<file path="src/rtl/uart_packet_tx.sv">
// uart_packet_tx
// Frames a packet as header 0x51, a big-endian 16-bit length and the payload
// bytes, then sends each byte as a UART frame: start bit, eight data bits
// LSB first, optional even parity, and one or two stop bits.
// The packet sequencer and the byte serializer share one clocked process so
// that the next framing byte can start the cycle after the last stop bit.
module uart_packet_tx #(
  parameter int CLOCKS_PER_BIT = 868,
  parameter int INCLUDE_PARITY = 1,
  parameter int STOP_BITS      = 1
) (
  input  logic        clock,
  input  logic        clear,
  input  logic        packet_valid,
  input  logic [15:0] packet_length,
  output logic        packet_ready,
  input  logic        data_valid,
  input  logic [7:0]  data,
  output logic        data_ready,
  output logic        uart_tx,
  output logic        busy
);

  localparam int             CW          = $clog2(CLOCKS_PER_BIT);
  localparam logic [CW-1:0]  BIT_LAST    = CW'(CLOCKS_PER_BIT - 1);
  localparam logic           STOP_LAST   = 1'(STOP_BITS - 1);
  localparam logic [7:0]     HEADER_BYTE = 8'h51;

  typedef enum logic [2:0] {
    PKT_IDLE,
    PKT_HEADER,
    PKT_LEN_HI,
    PKT_LEN_LO,
    PKT_PAYLOAD
  } pkt_state_e;

  typedef enum logic [2:0] {
    SER_IDLE,
    SER_START,
    SER_DATA,
    SER_PARITY,
    SER_STOP
  } ser_state_e;

  pkt_state_e     pkt_q;
  ser_state_e     ser_q;
  logic [CW-1:0]  bit_cnt_q;
  logic [2:0]     bit_idx_q;
  logic           stop_idx_q;
  logic [7:0]     shift_q;
  logic [15:0]    remaining_q;
  logic           tx_q;
  logic           busy_q;
  logic           packet_ready_q;
  logic           data_ready_q;

  logic bit_wrap;
  logic byte_done;
  logic pkt_accept;
  logic data_take;

  // Timing events decoded from the current registered state.
  assign bit_wrap   = (ser_q != SER_IDLE) && (bit_cnt_q == BIT_LAST);
  assign byte_done  = (ser_q == SER_STOP) && bit_wrap && (stop_idx_q == STOP_LAST);
  assign pkt_accept = packet_valid && packet_ready_q;
  assign data_take  = data_valid && data_ready_q;

  // Packet sequencer, byte serializer and bit timer with registered outputs.
  always_ff @(posedge clock) begin
    // NOTE: clear is synchronous and is tested first, so it beats any
    // handshake in the same cycle; a half-sent frame is simply dropped.
    if (clear) begin
      pkt_q          <= PKT_IDLE;
      ser_q          <= SER_IDLE;
      bit_cnt_q      <= '0;
      bit_idx_q      <= '0;
      stop_idx_q     <= 1'b0;
      shift_q        <= '0;
      remaining_q    <= '0;
      tx_q           <= 1'b1;
      busy_q         <= 1'b0;
      packet_ready_q <= 1'b1;
      data_ready_q   <= 1'b0;
    end else begin
      // Bit timer: free-runs 0..CLOCKS_PER_BIT-1 while a frame is in flight.
      if (ser_q == SER_IDLE || bit_wrap) begin
        bit_cnt_q <= '0;
      end else begin
        bit_cnt_q <= bit_cnt_q + 1'b1;
      end

      // Serializer: each state lasts one bit time and hands over on wrap.
      case (ser_q)
        SER_START: begin
          if (bit_wrap) begin
            ser_q     <= SER_DATA;
            bit_idx_q <= 3'd0;
            tx_q      <= shift_q[0];
          end
        end
        SER_DATA: begin
          if (bit_wrap) begin
            if (bit_idx_q == 3'd7) begin
              if (INCLUDE_PARITY != 0) begin
                ser_q <= SER_PARITY;
                tx_q  <= ^shift_q;
              end else begin
                ser_q      <= SER_STOP;
                stop_idx_q <= 1'b0;
                tx_q       <= 1'b1;
              end
            end else begin
              bit_idx_q <= bit_idx_q + 3'd1;
              tx_q      <= shift_q[bit_idx_q + 3'd1];
            end
          end
        end
        SER_PARITY: begin
          if (bit_wrap) begin
            ser_q      <= SER_STOP;
            stop_idx_q <= 1'b0;
            tx_q       <= 1'b1;
          end
        end
        SER_STOP: begin
          if (bit_wrap) begin
            if (stop_idx_q == STOP_LAST) begin
              ser_q <= SER_IDLE;
            end else begin
              stop_idx_q <= 1'b1;
            end
          end
        end
        default: begin
          tx_q <= 1'b1;
        end
      endcase

      // Packet sequencer. NOTE: these non-blocking writes come after the
      // serializer's, so loading a new byte here overrides its return to
      // idle in the same edge and the next start bit follows with no gap.
      case (pkt_q)
        PKT_IDLE: begin
          if (pkt_accept) begin
            remaining_q    <= packet_length;
            shift_q        <= HEADER_BYTE;
            ser_q          <= SER_START;
            bit_cnt_q      <= '0;
            tx_q           <= 1'b0;
            busy_q         <= 1'b1;
            packet_ready_q <= 1'b0;
            pkt_q          <= PKT_HEADER;
          end
        end
        PKT_HEADER: begin
          if (byte_done) begin
            shift_q   <= remaining_q[15:8];
            ser_q     <= SER_START;
            bit_cnt_q <= '0;
            tx_q      <= 1'b0;
            pkt_q     <= PKT_LEN_HI;
          end
        end
        PKT_LEN_HI: begin
          if (byte_done) begin
            shift_q   <= remaining_q[7:0];
            ser_q     <= SER_START;
            bit_cnt_q <= '0;
            tx_q      <= 1'b0;
            pkt_q     <= PKT_LEN_LO;
          end
        end
        PKT_LEN_LO: begin
          if (byte_done) begin
            if (remaining_q == 16'd0) begin
              pkt_q          <= PKT_IDLE;
              busy_q         <= 1'b0;
              packet_ready_q <= 1'b1;
            end else begin
              pkt_q        <= PKT_PAYLOAD;
              data_ready_q <= 1'b1;
            end
          end
        end
        PKT_PAYLOAD: begin
          if (data_take) begin
            shift_q      <= data;
            ser_q        <= SER_START;
            bit_cnt_q    <= '0;
            tx_q         <= 1'b0;
            data_ready_q <= 1'b0;
            if (remaining_q != 16'd0) begin
              remaining_q <= remaining_q - 16'd1;
            end
          end else if (byte_done) begin
            if (remaining_q == 16'd0) begin
              pkt_q          <= PKT_IDLE;
              busy_q         <= 1'b0;
              packet_ready_q <= 1'b1;
            end else begin
              data_ready_q <= 1'b1;
            end
          end
        end
        default: begin
          pkt_q <= PKT_IDLE;
        end
      endcase
    end
  end

  assign packet_ready = packet_ready_q;
  assign data_ready   = data_ready_q;
  assign uart_tx      = tx_q;
  assign busy         = busy_q;

endmodule

</file>
<file path="config.mk">
export PLATFORM = sky130hd
export DESIGN_NAME = uart_packet_tx
export DESIGN_NICKNAME = d
export VERILOG_FILES = /design/src/rtl/uart_packet_tx.sv
export SDC_FILE = /design/constraint.sdc
export NUM_CORES = 1
export LEC_CHECK = 0
export CAP_MARGIN = 10
export CORE_ASPECT_RATIO = 0.6
export CORE_UTILIZATION = 39
export CTS_BUF_LIST = sky130_fd_sc_hd__clkbuf_2 sky130_fd_sc_hd__clkbuf_4 sky130_fd_sc_hd__clkbuf_8
export CTS_CLUSTER_DIAMETER = 50
export DETAILED_ROUTE_END_ITERATION = 8
export GPL_ROUTABILITY_DRIVEN = 1
export SETUP_SLACK_MARGIN = 0.02
export SLEW_MARGIN = 10
export SYNTH_ARGS = -nofsm -noshare
export SYNTH_HDL_FRONTEND = slang
export SYNTH_SLANG_ARGS = --single-unit
</file>
<file path="constraint.sdc">
create_clock -name clock -period 3.1 [get_ports clock]
set_input_delay 0.93 -clock clock [delete_from_list [all_inputs] [get_ports clock]]
set_output_delay 0.93 -clock clock [all_outputs]
set_load 0.01 [all_outputs]
</file>
==> flow_metrics.py <==
metrics = {
    "critical_path": {
        "crit_top_cell": "a211oi_1",
        "arrival_ns": 2.83,
        "path_max_fanout": 19,
        "crit_chain": "inv_1, ha_1, or3b_1, or4_4, o21ai_4, a211oi_1, a211oi_1",
        "r2r_end": "remaining_q[1]",
        "critPathKind": "flip-flop to flip-flop",
        "max_stage_delay_ns": 0.59,
        "reg2reg_slack_ns": 0.51,
        "reg2reg_depth": 7,
        "cp_slowest_cell": "or4_4",
        "cp-end-kind": "flip-flop",
        "rr_startpoint": "remaining_q[0]",
        "startpoint_type": "flip-flop",
        "crit_required_ns": 3.34,
    },
    "global_routing": {
        "met1_usage": 0.334,
        "use_met2": 0.260,
        "first_global_vias": 2277,
        "overflow": 0,
        "grt.busiest_layer": "met1",
        "grtUsageMet3": 0.0458,
        "grt_pass1_wl_um": 12000,
        "grt_use_total": 0.209,
        "grt_max_degree": 45,
        "grt_antenna_before_repair": 0,
    },
    "layout": {
        "layoutNonFillerInstCount": 476,
        "drive_above_1_share": 0.0617,
        "diodes": 0,
        "nets": 421,
        "area_growth_pct": 16.6,
    },
    "detailed_routing": {
        "vias": 2689,
        "ant_nets": 0,
        "wirelength_um": 7290,
        "detail_route.wl_per_cell_um": 15.3,
        "drc": 0,
        "initialDrtViolationCount": 213,
        "viasPerCell": 5.65,
        "detail_route.first_pass.iterations": 5,
    },
    "logic_synthesis": {
        "ys_types": 49,
        "yosysWarnings": 0,
        "synth_seq_area_share": 0.336,
        "syn-num-nets": 399,
        "synth_area_mm2": 0.00280,
        "synth_edf_count": 0,
        "synthCells": 367,
        "ys_ff_latch": 47,
        "synth_ff_type": "dfxtp_1",
        "async_flop_share": 0,
        "syn_area_per_cell_um2": 7.62,
    },
    "run": {
        "maxCapViolCount": 0,
    },
    "pwr": {
        "powerDensity_mw_per_mm2": 453,
        "switchingPower_uw": 482,
        "worst_ir_drop_vdd_mv": 0.134,
        "seqPwrFrac": 0.473,
        "p_int_uw": 996,
        "power_frac_comb": 0.258,
        "switching_share": 0.326,
        "clock_power_share": 0.269,
        "p_leak_nw": 1.11,
    },
    "die": {
        "die_area_mm2": 0.00752,
        "design.core.area_mm2": 0.00679,
        "ios": 32,
        "initial_core_util": 0.412,
        "rows": 23,
        "die_h_um": 67.6,
        "die_w_um": 111,
    },
    "status": {
        "status": "finished clean",
    },
    "hold_path": {
        "hp-start": "bit_idx_q[1]",
        "min_path_cells": 2,
        "hold_end": "bit_idx_q[1]",
        "min_path_type": "flip-flop to flip-flop",
    },
    "clock_network": {
        "htreeDepth": 2,
        "cts.sinks": 47,
        "cts_resized": 0,
        "path_clk_slew_ns": 0.09,
        "hold_buffers": 0,
        "post-cts-setup-buffer-count": 0,
        "cts_root_buf": "clkbuf_8",
        "cts_buffers": 5,
        "clk_path_buf_depth": 2,
        "worstSkewPairLatency_ns": 0.32,
        "cts_tree": "yes",
    },
    "timing": {
        "drv_slew": 0,
        "fin_crit_ns": 2.59,
        "relSlewSlack": 0.388,
        "tightest_slew_ns": 0.910,
        "tns_ns": 0,
        "skew_ns": 0.00607,
        "rsz0062_at_grt": "no",
        "period_share": 0.835,
        "finalHoldViolations": 0,
        "setup_viol": 0,
        "fmax_mhz": 386,
    },
    "place": {
        "io_buffers": 31,
        "dp_hpwl_um": 5350,
        "place_inst": 469,
        "routabilityCongestion": 0.832,
    },
}
## layout make-up
cell class                 instances  area [µm²]
clock buffer                       6        82.6
clock inverter                     1        5.00
fill                             686        3530
inverter                           9        33.8
multi-input combinational        287        1720
sequential                        47         941
tap                               87         109
timing repair buffer              39         370
## layer usage
| metal | share of wire | wire, µm |
|---|---|---|
| met5 | 0 | 0 |
| met4 | 0.012 | 85 |
| met3 | 0.066 | 478 |
| met2 | 0.35 | 2580 |
| met1 | 0.57 | 4150 |
## metrics by stage
stage               utilization  total power, mW  setup WS (ns)  instance area (µm²)  hold WS, ns
floorplan                     -            0.952          0.942                 2800        0.430
global placement          0.467             1.08          0.467                 3170        0.444
detailed placement        0.467             1.09          0.415                 3170        0.451
CTS                       0.480             1.49          0.518                 3260        0.463
global route              0.480             1.56          0.269                 3260        0.485
finish                    0.480             1.48          0.511                 3260        0.462
## worst max-delay path by stage
stage | from | endpoint | depth (start not counted)
global route | remaining_q[0] | remaining_q[1] | 7
global placement | packet_valid | bit_cnt_q[8] | 6
floorplan | remaining_q[0] | remaining_q[9] | 8
CTS | remaining_q[0] | remaining_q[1] | 7
finish | remaining_q[0] | remaining_q[1] | 7
detailed placement | packet_valid | bit_cnt_q[0] | 6
## critical path, delay by kind of cell, from the launching register on
family,cells,cell delay [ns]
buf+inv,1,0.13
fa+ha+maj,1,0.23
flops,1,0.35
compound gates,3,0.80
simple gates,2,1.00
## sequential cells by signal, summed over array words and instances, names as in the netlist
register	cells
packet_ready	1
pkt_q	3
remaining_q	16
data_ready	1
busy	1
bit_idx_q	3
shift_q	8
ser_q	3
bit_cnt_q	10
uart_tx	1
## cell usage after synthesis, drive strengths merged, types with 5 or more instances
| library cell | n | share of area |
|---|---|---|
| a211oi | 11 | 0.030 |
| a21oi | 37 | 0.066 |
| a22oi | 7 | 0.019 |
| a31oi | 5 | 0.011 |
| buf | 5 | 0.011 |
| clkbuf | 19 | 0.026 |
| dfxtp | 47 | 0.34 |
| inv | 9 | 0.012 |
| nand2 | 30 | 0.040 |
| nand2b | 8 | 0.018 |
| nand3 | 12 | 0.021 |
| nor2 | 46 | 0.062 |
| nor2b | 5 | 0.011 |
| nor3 | 18 | 0.032 |
| nor4 | 6 | 0.021 |
| o21ai | 21 | 0.042 |
| or3 | 8 | 0.018 |
| xnor2 | 13 | 0.041 |
## placed cells by master, fill, tap and decap left out, types with 3 or more instances in the layout
cell type        count
inv_1                9
or3_1                8
nand2b_1             8
nand3_1             12
xnor2_1             13
a31oi_1              5
ha_1                 4
xor2_1               4
a211oi_1            11
a22oi_1              7
o221ai_1             3
a21o_1               4
o21ai_1             10
clkbuf_8             6
o21ai_0             10
buf_4                8
clkdlybuf4s50_1     31
dfxtp_1             47
nor2_1              46
nand2_1             30
o21a_1               3
and2_1               4
nor3b_1              4
nor3_1              18
nor2b_1              5
a21oi_1             37
nor4_1               4
mux2i_1              3
o31ai_1              3
## power by group through the flow
stage / sequential [mW] / combinational [mW] / clock (mW)
CTS: 0.698 / 0.378 / 0.411
floorplan: 0.692 / 0.260 / 0
finish: 0.699 / 0.381 / 0.397
global route: 0.705 / 0.423 / 0.431
global placement: 0.711 / 0.374 / 0
detailed placement: 0.712 / 0.376 / 0
## cell families (layout without fill, tap and decap cells)
group                      after synthesis  after routing  share of synthesized area
muxes                                    5              5                     0.0188
xor gates and xnor gates                17             17                     0.0532
DFF                                     47             47                      0.336
AOI/OAI and AO/OA                      105            105                      0.236
and+or+nand+nor                        156            156                      0.289
buffers and inverters                   33             55                     0.0488
adders and majority gates                4              4                     0.0179
(Power assumes the default switching activity.)
==> edit 1: new RTL, same settings <==
Change the parameter `CLOCKS_PER_BIT` from 868 to 217.
--- a/src/rtl/uart_packet_tx.sv
+++ b/src/rtl/uart_packet_tx.sv
@@ -5,7 +5,7 @@
 // The packet sequencer and the byte serializer share one clocked process so
 // that the next framing byte can start the cycle after the last stop bit.
 module uart_packet_tx #(
-  parameter int CLOCKS_PER_BIT = 868,
+  parameter int CLOCKS_PER_BIT = 217,
   parameter int INCLUDE_PARITY = 1,
   parameter int STOP_BITS      = 1
 ) (
Behaviour: no difference found for any inputs over 10 cycles, from zero or initial values; that may be too few to reach the edited logic, so the function may still have changed.
==> edit 1 against the original RTL <==
  * Critical path depth unchanged
  * Critical path type is now in -> reg
  * Count of clock-buffer cells in the layout up 1
  * Non-clock buffer count up 1
  * Wire length down 3.5%
  * Cell area down 3.3%
  * Power down 11%
  * Worst setup slack better by 0.17 ns
  * Area after synthesis down 4.4%
  * Sequential cell count down 2
  * Largest cell class unchanged
==> edit 1: results (changes against the original RTL) <==
metric,value,unit,change
status,completed,,
worst-path fanout max,15,,-4
total detailed-routing wirelength,7040,um,-3.5%
# fillers,657,,-4.2%
Pleak,1.12,nW,+0.19%
Worst R2R Start,remaining_q[7],,
final std cells w/o fill,459,,-3.6%
WHS Endpoint,bit_idx_q[2],,
share of layout cells above drive strength 1,0.0773,,+0.0156
R2R Path End,remaining_q[3],,
Synth cell types,54,,+10%
Regs by FF count,"remaining_q: 16 flops, bit_cnt_q: 8 flops, shift_q: 8 flops",,
Port Buffer Count,31,,unchanged
net count reported at finish,408,,-3.1%
hold crit path type,reg -> reg,,
global-route wire length before repair,11800,um,-1.2%
sequential element share of the synthesized area,0.337,,+0.000613
synth top area cells,"dfxtp_1 (34%), a21oi_1 (6.9%), nand2_1 (6.0%)",,
DRT Pass-1 Iters,4,,-1
vias in the first global route,2319,,+1.8%
worst hold start,bit_idx_q[2],,
GPL Wtd Cong,0.850,,+2.2%
Max VDD drop,0.180,mV,+34%
Slew @ Worst Pin,0.816,ns,-0.0946 ns
routed vias,2611,,-2.9%
hpwl dp,5120,um,-4.3%
commonest cells in the netlist,"dfxtp_1 (45), nand2_1 (43), a21oi_1 (37)",,
largest net degree at the start of global routing,42,,-6.7%
Post-Syn Nets,384,,-3.8%
Reg2Reg Depth,6,,-1
Clock Skews,0.00547,ns,-0.000600 ns
initial drt markers,169,,-21%
Inst Count DP,452,,-3.6%
overall routing resource usage,0.218,,+0.00908
Crit-path slowest cell,clkdlybuf4s50_1,,
register-to-register setup slack,0.74,ns,+0.23 ns
Avg Inst Size Synth,7.61,um^2,about the same
==> edit 1: cell families after synthesis <==
| group | count (synthesis) | share of synthesized area |
|---|---|---|
| xor+xnor | 15 | 0.0492 |
| fa+ha+maj | 5 | 0.0234 |
| simple gates | 141 | 0.257 |
| flops | 45 | 0.337 |
| compound gates | 111 | 0.264 |
| buf+inv | 30 | 0.0449 |
| mux | 4 | 0.0243 |
==> edit 1: final cells by class <==
class | instances | area, um^2 | share of cell area
Tap cell | 84 | 105 | 0.0333
Sequential cell | 45 | 901 | 0.286
Inverter | 7 | 26.3 | 0.00834
Clock buffer | 7 | 90.1 | 0.0286
Timing Repair Buffer | 40 | 378 | 0.120
Multi-Input combinational cell | 276 | 1650 | 0.524
==> edit 1: power by group through the flow <==
| stage | registers [mW] | clock network, mW | logic, mW |
|---|---|---|---|
| 3_3_place_gp | 0.662 | 0 | 0.266 |
| 3_5_place_dp | 0.662 | 0 | 0.269 |
| 2_1_floorplan | 0.644 | 0 | 0.177 |
| 6_report | 0.650 | 0.390 | 0.271 |
| 5_1_grt | 0.656 | 0.428 | 0.300 |
| 4_1_cts | 0.649 | 0.397 | 0.269 |
==> edit 1: how the worst max path moves through the flow <==
stage                              start             end  slack [ns]  cells after the start
after floorplan             packet_valid  remaining_q[6]        0.91                      6
after global placement      packet_valid      shift_q[4]        0.46                      7
after detailed placement      data_valid      shift_q[4]        0.39                      7
after CTS                     data_valid      shift_q[4]        0.69                      7
after global routing      remaining_q[7]  remaining_q[2]        0.49                      6
final                         data_valid      shift_q[4]        0.68                      7
==> edit 1: worst max-delay path, delay by kind of cell <==
kind | cells | cell delay [ns]
buf+inv | 2 | 0.67
compound gates | 4 | 0.93
simple gates | 1 | 0.12
==> edit 1: routing by layer <==
metal  track usage  share of wire  up-vias
met5             0              0        -
met4        0.0608         0.0092        0
met3        0.0522          0.077        5
met2         0.270           0.36       78
met1         0.352           0.56     1213
li1              -              -     1315
==> edit 1: per-stage QoR <==
stage,setup WS (ns),hold slack (ns),util,area (um^2)
finish,0.681,0.462,0.496,3150
global route,0.487,0.505,0.496,3150
CTS,0.688,0.464,0.496,3150
detailed placement,0.389,0.452,0.482,3060
global placement,0.464,0.447,0.482,3060
floorplan,0.906,0.436,-,2670
==> edit 2: new RTL, config.mk and constraints unchanged <==
Made on the original files. Encoding of `ser_state_e`: now one-hot (5 bits for 5 states).
--- a/src/rtl/uart_packet_tx.sv
+++ b/src/rtl/uart_packet_tx.sv
@@ -34,12 +34,12 @@
     PKT_PAYLOAD
   } pkt_state_e;
 
-  typedef enum logic [2:0] {
-    SER_IDLE,
-    SER_START,
-    SER_DATA,
-    SER_PARITY,
-    SER_STOP
+  typedef enum logic [4:0] {
+    SER_IDLE   = 5'b00001,
+    SER_START  = 5'b00010,
+    SER_DATA   = 5'b00100,
+    SER_PARITY = 5'b01000,
+    SER_STOP   = 5'b10000
   } ser_state_e;
 
   pkt_state_e     pkt_q;
Formal check against the unedited RTL: same outputs for any inputs over 10 cycles, from zero or initial values; not proved beyond that.
==> edit 2 against the original RTL <==
  * Area after synthesis grew 8.6%
  * Combinational power shrank 12%
  * Critical endpoint is now uart_tx
  * Critical path depth shrank 2
  * Worst setup slack gained 0.015 ns
  * Power grew 3.6%
  * Wire length grew 25%
  * Cell area grew 9.2%
  * Via count grew 17%
  * Sequential cell count grew 2
  * Final cell count grew 9.0%
==> edit 2: results (changes against the original RTL) <==
metric,value,unit,change
share of layout cells above drive strength 1,0.0651,,+0.00336
Slew @ Worst Pin,0.764,ns,-0.146 ns
Worst Path Arrival,2.79,ns,-0.04 ns
Worst Hold Depth,1,,-1
Inst Count DP,511,,+9.0%
hold crit path type,reg -> reg,,
Post-Syn Nets,424,,+6.3%
total detailed-routing wirelength,9080,um,+25%
vias in the first global route,2778,,+22%
Reg2Reg Depth,8,,+1
vias per inst,6.04,,+6.9%
routed vias,3133,,+17%
Crit path max-delay family,compound AO/OA/AOI/OAI gates,,
worst-path fanout max,9,,-10
Crit-path slowest cell,clkdlybuf4s50_1,,
R2R Path End,remaining_q[14],,
initial drt markers,442,,+110%
Avg Inst Size Synth,7.75,um^2,+1.7%
Clock Skews,0.00992,ns,+0.00385 ns
sequential cell area,981,um^2,+4.3%
worst hold start,bit_cnt_q[0],,
sequential element share of the synthesized area,0.323,,-0.0136
net count reported at finish,446,,+5.9%
placed cell area,3440,um^2,+8.4%
largest net degree at the start of global routing,29,,-36%
Synth cell types,57,,+16%
overall routing resource usage,0.238,,+0.0297
Max VDD drop,0.156,mV,+16%
status,completed,,
GPL Wtd Cong,0.882,,+6.0%
register-to-register setup slack,0.58,ns,+0.07 ns
synth top area cells,"dfxtp_1 (32%), a21oi_1 (6.6%), xnor2_1 (4.6%)",,
# fillers,742,,+8.2%
Worst path max stage delay,0.44,ns,-0.15 ns
global-route wire length before repair,14900,um,+25%
Pleak,1.20,nW,+7.4%
hpwl dp,6720,um,+26%
WHS Endpoint,bit_cnt_q[0],,
commonest cells in the netlist,"dfxtp_1 (49), a21oi_1 (40), nor2_1 (34)",,
edit 2: logic make-up (layout without fill, tap and decap cells):
group,count (synthesis),count (layout),share of synthesized area
AOI/OAI and AO/OA,123,123,0.269
xor gates and xnor gates,19,19,0.0548
adders and majority gates,4,4,0.0165
buffers and inverters,37,60,0.0535
DFF,49,49,0.323
muxes,7,7,0.0231
and+or+nand+nor,153,153,0.260
edit 2: per-layer routing:
layer,share of wire,GRT usage,up-vias
met2,0.36,0.280,145
met5,0,0,-
li1,-,-,1511
met1,0.55,0.404,1468
met3,0.090,0.0599,9
met4,0.0070,0.0499,0
edit 2: through the flow:
| step | worst slack (ns) | hold WS [ns] |
|---|---|---|
| floorplan | 1.02 | 0.425 |
| global placement | 0.382 | 0.440 |
| detailed placement | 0.273 | 0.460 |
| CTS | 0.592 | 0.475 |
| global route | 0.287 | 0.511 |
| finish | 0.526 | 0.464 |
edit 2: cell type report:
cell class,instances,share of cell area
Clock buffer,6,0.0232
Clock inverter,2,0.0105
Inverter,9,0.00949
Multi-Input combinational cell,306,0.532
Sequential cell,49,0.276
Tap cell,104,0.0366
Timing Repair Buffer,43,0.112
edit 2: report_power, final:
| group | internal [mW] | total, mW | leakage (nW) | switching, mW |
|---|---|---|---|---|
| clock | 0.263 | 0.498 | 0.0574 | 0.236 |
| combinational | 0.138 | 0.336 | 0.740 | 0.198 |
| sequential | 0.658 | 0.696 | 0.399 | 0.0377 |
| total | 1.06 | 1.53 | 1.20 | 0.471 |
edit 2: worst max path at each step:
stage | startpoint | end | slack [ns] | depth (start not counted)
after floorplan | packet_valid | bit_cnt_q[4] | 1.02 | 5
after global placement | data_valid | remaining_q[11] | 0.38 | 6
after detailed placement | packet_valid | uart_tx | 0.27 | 5
after CTS | packet_valid | uart_tx | 0.59 | 5
after global routing | packet_valid | uart_tx | 0.29 | 5
final | packet_valid | uart_tx | 0.53 | 5
